--- config.mk ---
export PLATFORM = sky130hd
export DESIGN_NAME = lfsr_tick_gen
export DESIGN_NICKNAME = d
export VERILOG_FILES = /design/src/rtl/lfsr_tick_gen.sv
export SDC_FILE = /design/constraint.sdc
export NUM_CORES = 1
export LEC_CHECK = 0
export ABC_AREA = 1
export CAP_MARGIN = 15
export CORE_MARGIN = 1.5
export CORE_UTILIZATION = 35
export DETAILED_ROUTE_END_ITERATION = 7
export DONT_BUFFER_PORTS = 1
export SLEW_MARGIN = 10
export SYNTH_ARGS = -nofsm -noshare
export SYNTH_HDL_FRONTEND = slang
export SYNTH_SLANG_ARGS = --single-unit
--- constraint.sdc ---
create_clock -name clk -period 3.8 [get_ports clk]
set_clock_uncertainty 0.05 [all_clocks]
set_input_delay 0.38 -clock clk [delete_from_list [all_inputs] [get_ports clk]]
set_output_delay 0.38 -clock clk [all_outputs]
set_load 0.1 [all_outputs]
--- src/rtl/lfsr_tick_gen.sv ---
// Galois LFSR that advances once per synchronised rising edge of a divided clock,
// with load/fallback seeding, a one-cycle valid strobe and a full-period marker.
module lfsr_tick_gen #(
    parameter int unsigned      WIDTH = 8,
    parameter logic [WIDTH-1:0] TAPS  = WIDTH'('hB8),
    parameter logic [WIDTH-1:0] SEED  = WIDTH'('h01)
) (
    input  logic             clk,
    input  logic             rst_n,
    input  logic             tick_in,
    input  logic             en,
    input  logic             load,
    input  logic [WIDTH-1:0] seed_in,
    output logic [WIDTH-1:0] rnd_out,
    output logic             valid,
    output logic             period_done,
    output logic             lockup
);

    // Counter value at which the step completing 2^WIDTH-1 steps occurs.
    localparam logic [WIDTH-1:0] CNT_LAST = {{(WIDTH-1){1'b1}}, 1'b0};

    logic             r_s1;
    logic             r_s2;
    logic             r_s3;
    logic [1:0]       r_fill;
    logic             r_armed;
    logic [WIDTH-1:0] r_state;
    logic [WIDTH-1:0] r_cnt;
    logic             r_valid;
    logic             r_pdone;
    logic             r_lockup;

    logic             w_edge;
    logic             w_step;
    logic             w_wrap;
    logic [WIDTH-1:0] w_next;

    always_comb begin
        w_edge = r_s2 & ~r_s3;
        w_step = w_edge & r_armed & en & ~load;
        w_wrap = w_step & (r_cnt == CNT_LAST);
        w_next = r_state[0] ? ((r_state >> 1) ^ TAPS) : (r_state >> 1);
    end

    // Arming only trusts s2 once it holds a real sample (r_fill), so the reset
    // zeros in the synchroniser cannot arm it ahead of a tick held high.
    always_ff @(posedge clk or negedge rst_n) begin
        if (!rst_n) begin
            r_s1    <= 1'b0;
            r_s2    <= 1'b0;
            r_s3    <= 1'b0;
            r_fill  <= '0;
            r_armed <= 1'b0;
        end else begin
            r_s1    <= tick_in;
            r_s2    <= r_s1;
            r_s3    <= r_s2;
            r_fill  <= {r_fill[0], 1'b1};
            r_armed <= r_armed | (r_fill[1] & ~r_s2);
        end
    end

    always_ff @(posedge clk or negedge rst_n) begin
        if (!rst_n) begin
            r_state  <= SEED;
            r_cnt    <= '0;
            r_valid  <= 1'b0;
            r_pdone  <= 1'b0;
            r_lockup <= 1'b0;
        end else begin
            r_valid <= load | w_step;
            r_pdone <= w_wrap;
            if (load) begin
                r_cnt <= '0;
                if (|seed_in) begin
                    r_state  <= seed_in;
                    r_lockup <= 1'b0;
                end else begin
                    r_state  <= SEED;
                    r_lockup <= 1'b1;
                end
            end else if (w_step) begin
                r_state <= w_next;
                r_cnt   <= w_wrap ? '0 : r_cnt + 1'b1;
            end
        end
    end

    assign rnd_out     = r_state;
    assign valid       = r_valid;
    assign period_done = r_pdone;
    assign lockup      = r_lockup;

endmodule

## Word-level counts from Yosys, hierarchy flattened

Index checks and enable logic that the tools add are counted.

- $add $sub $neg: 1
- Multiplexer cells: 8
- Eq/ne operators: 1
- Reductions and logical operators: 2
- Bitwise gates (word level): 12

Operator list:

| kind | count |
|---|---|
| 8-bit 2-to-1 mux | 7 |
| 8-bit by 1-bit adder with 8-bit output, second input constant | 1 |
| 8-bit == test, second input constant | 1 |
| 8-bit OR reduction | 1 |
| 1-bit AND | 6 |
| 3-bit inverter with 4-bit output | 1 |
| 1-bit inverter | 3 |
| 1-bit bitwise OR | 2 |
| 2-bit nonzero test | 1 |
| 1-bit 2-to-1 mux | 1 |

- Flip-flop bits (word level): 25
- Output and inout port bits: 11

## Logic depth before layout (Yosys ltp)

- Depth in word-level cells: 9
- Mapped depth: 7
- Mapped depth without buffers: 7

## Worst setup path after synthesis

Ideal clock, no wire load.

- Path type: register to register
- Start point: register r_state[0], in the netlist rnd_out[0]
- End point: register r_state[4], in the netlist rnd_out[4]
- Arrival time: 1352 ps
- Cell stages (with the launch flop): 4
- Data required time: 3617 ps
- Setup slack: 2265 ps
- Cell sequence: dfstp_2 clkbuf_1 xnor2_1 o211ai_1

- Cells in the longest elaborated chain, start to end: 3

Ends and longest elaborated chain:

| item | line | source |
|---|---|---|
| start: declaration | 28 | `logic [WIDTH-1:0] r_state;` |
| start signal: assignment | 77 | `r_state <= seed_in;` |
| start signal: assignment | 84 | `r_state <= w_next;` |
| 8-bit 2-to-1 mux | 43 | `w_next = r_state[0] ? ((r_state >> 1) ^ TAPS) : (r_state >> 1);` |
| 8-bit 2-to-1 mux | 83 | `end else if (w_step) begin` |
| 8-bit 2-to-1 mux | 74 | `if (load) begin` |

Every way passes these cells. The select of a mux whose other input is x is not followed.
A chain may end at the register's enable or synchronous reset.

## Worst setup path after layout

- Start point: register r_state[7], in the netlist rnd_out[7]
- End point: output rnd_out[7]

RTL lines:

| item | line | source |
|---|---|---|
| end: declaration | 14 | `output logic [WIDTH-1:0] rnd_out,` |

No word-level cell between the ends.

==> impl_summary.md <==
Worst setup path
The worst register-to-register path begins at rnd_out[1]. Setup slack on the worst reg-to-reg path comes out at 2.31 ns. The type of the setup path with the least slack is flip-flop to output pin. At the worst endpoint, the arrival time is 1.33 ns. In this run the worst path has a maximum fanout of 3. The critical path runs through a total of 0 cells.

In this run the worst setup path terminates at rnd_out[7]. The endpoint identified for the worst register-to-register timing path is rnd_out[0]. The kind of end point of the critical path is an output pin. The startpoint of the worst setup timing path is rnd_out[7]. At the worst endpoint, the required time is 3.37 ns. For the worst flop-to-flop path, the logic depth is 4. The worst setup path is launched from a flip-flop.

Power and ir drop
VDD sags by at most 0.000182 V. The power density relative to cell area is 401 nW/um^2. The standby leakage power is 0.597 nW.

Timing
The number of max-slew violations in the final report is 0. The final-report hold violation count came to 0. The final-report setup violation count is 0. At the pin with the least slew margin, the transition time is 0.960 ns. Based on the critical path, the design can be clocked at up to 569 MHz. The final critical-path required period is 1.76 ns. The relative slew slack is 36.0%. Setup repair after global routing left no endpoint under its margin. The final critical path takes up 46.2% of the cycle. Adding up every negative setup slack in the final design gives 0 ns.

Global routing
Global routing used 13.8% of the available tracks. The initial antenna violation count is 0. The via count of the first global-routing pass is 955. The first global-routing pass estimated 4270 um of wire.

Summed over all layers, the global routing overflow is 0. The pin count of the biggest net entering global routing is 26.

Synth
The sequential-to-total area share from yosys stat is 51.1%. The total of flip-flops plus latches after synthesis is 25. The synthesized netlist devotes 2.04% of its cell area to adder and majority cells. The gate count after technology mapping is 139. When the netlist entered floorplanning its net count stood at 154. The share of synthesized cell area in and, or, nand and nor gates is 26.4%. The average cell area after synthesis is 8.83 sq um.

The xor and xnor area share after synthesis is 4.28%. The combinational family with the most area after synthesis is simple AND/OR/NAND/NOR gates. The proportion of synthesized area in mux cells is 0%. The synthesized netlist occupies a cell area of 1230 sq um. The Yosys step of the flow raised 0 warnings. The fraction of the mapped netlist area in compound gates is 9.17%. The number of distinct library cell variants in the gate-level netlist after synthesis is 24.

Floorplan
Once the floorplan was initialized, standard cells occupied 36.5% of the core. The full die area is 3870 sq um. The core area is 3360 sq um. The boundary pin count is 24. The height of the chip is 62.2 um. Measured along the x axis, the die boundary spans 62.2 um. Row generation in the floorplan step produced 21 rows.

Run status
The flow ran to the end, and the final reports show no timing, DRC or antenna violations.

Route
The average wire per cell in the routed design is 12.3 um. The via count is 914. For this run, design rule violations remaining after detail routing come to 0. The detailed router finished its first iteration with 37 violations.

After detailed routing, the number of vias per cell comes to 4.86. After detailed routing, the total wire length is 2310 um. The number of search-and-repair iterations in the first detailed-routing pass is 4. The post-detailed-route count of antenna-violating nets is 0.

Worst hold path
The number of stages on the worst hold path is 0. In this run the worst hold path is classified as primary input to flip-flop.

Layout
Leaving out fill and tap cells, the most frequent cell in the layout is sky130_fd_sc_hd__nand2_1. Compared with the post-synthesis result, the final layout area differs by 7.14%. The proportion of layout cells with a drive suffix above 1 is 9.86%. After routing the design area is 1320 sq um. The post-layout net count is 158. In the layout the commonest cells are sky130_fd_sc_hd__nand2_1 (42), sky130_fd_sc_hd__dfrtp_1 (24), sky130_fd_sc_hd__inv_1 (15). 0 antenna diodes ended up in the layout.

Clock network
The clock latency reported for the late side of the worst-skew pair is 0.32 ns. The root buffer selected by CTS is sky130_fd_sc_hd__clkbuf_4. In this run the number of H-tree levels came out at 1. In this run the deepest clock path goes through 2 buffers.

Post-CTS timing repair inserted 0 buffers for setup. The clock net sink count is 25. Buffers inserted during clock tree synthesis total 3. After clock tree synthesis, the clock-pin slew on the worst setup and hold paths is 0.14 ns. The CTS tree is yes.

Place
Once detailed placement completed, the half-perimeter wirelength came to 1700 um. In this run the tool buffered the top-level ports with 0 buffer cells. The placer's final routability congestion estimate is 0.788. The area of placed instances is 1260 sq um.

Run
The number of max-cap violations is 0.
cell usage after synthesis, drive strengths merged:
master | count | area, sq um
dfstp | 1 | 26.3
xor2 | 2 | 17.5
nand2 | 45 | 181
o21bai | 2 | 15.0
conb | 1 | 3.75
o211ai | 6 | 45.0
xnor2 | 4 | 35.0
o21ai | 8 | 47.6
nand4 | 2 | 12.5
nor3 | 1 | 16.3
a21oi | 1 | 5.00
ha | 2 | 25.0
nand3 | 11 | 55.1
nor2 | 11 | 58.8
buf | 2 | 22.5
inv | 15 | 56.3
clkbuf | 1 | 3.75
dfrtp | 24 | 601
how the worst min path moves through the flow:
| stage | startpoint | end | slack, ns |
|---|---|---|---|
| finish | tick_in | r_s1 | 0.02 |
| global route | tick_in | r_s1 | 0.006 |
| global placement | rst_n | r_cnt[3] | 0.04 |
| floorplan | rst_n | lockup | 0.03 |
| detailed placement | rst_n | r_cnt[3] | 0.04 |
| CTS | tick_in | r_s1 | 0.008 |
layer usage:
| metal | global-route usage (%) | share of wire [%] | vias up |
|---|---|---|---|
| met2 | 23.8 | 51 | 23 |
| met1 | 17.1 | 43 | 439 |
| met5 | 0 | 0 | - |
| met4 | 3.33 | 0.82 | 0 |
| met3 | 4.17 | 5.4 | 4 |
| li1 | - | - | 448 |
sequential cells by signal, summed over array words and instances, names as in the netlist:
| name | count |
|---|---|
| r_fill | 2 |
| period_done | 1 |
| r_s2 | 1 |
| rnd_out | 8 |
| r_armed | 1 |
| lockup | 1 |
| valid | 1 |
| r_s1 | 1 |
| r_cnt | 8 |
| r_s3 | 1 |
cells by family after synthesis:
kind of cell	after synthesis
xor gates and xnor gates	6
and+or+nand+nor	70
DFF	25
adders and majority gates	2
other	1
AOI/OAI and AO/OA	17
buffers and inverters	18
final cells by class:
class	instances	area (sq um)
Clock buffer	4	26.3
Fill cell	391	2050
Inverter	15	56.3
Multi-Input combinational cell	96	518
Sequential cell	25	627
Tap cell	46	57.6
Timing Repair Buffer	2	30.0
power by group:
part           internal, mW  switching [mW]  total, mW
logic                0.0171          0.0240     0.0411
registers             0.279          0.0872      0.366
clock network        0.0411          0.0797      0.121
total                 0.337           0.191      0.528
what timing repair did:
item                      4_1_cts  5_1_grt
hold buffers                    2        0
hold endpoints to repair       25        0
gates resized for setup         0        0
per-stage QoR:
step	setup WS, ns	cells	power, mW	hold WS, ns	util [%]
after detailed placement	2.33	182	0.404	0.0350	37.4
after global placement	2.35	182	0.403	0.0352	37.4
after global routing	1.99	188	0.550	0.00626	39.1
after floorplan	2.26	139	0.400	0.0344	-
final	2.04	188	0.528	0.0218	39.1
after CTS	2.03	188	0.535	0.00846	39.1
Power figures use the tool's default switching activity.
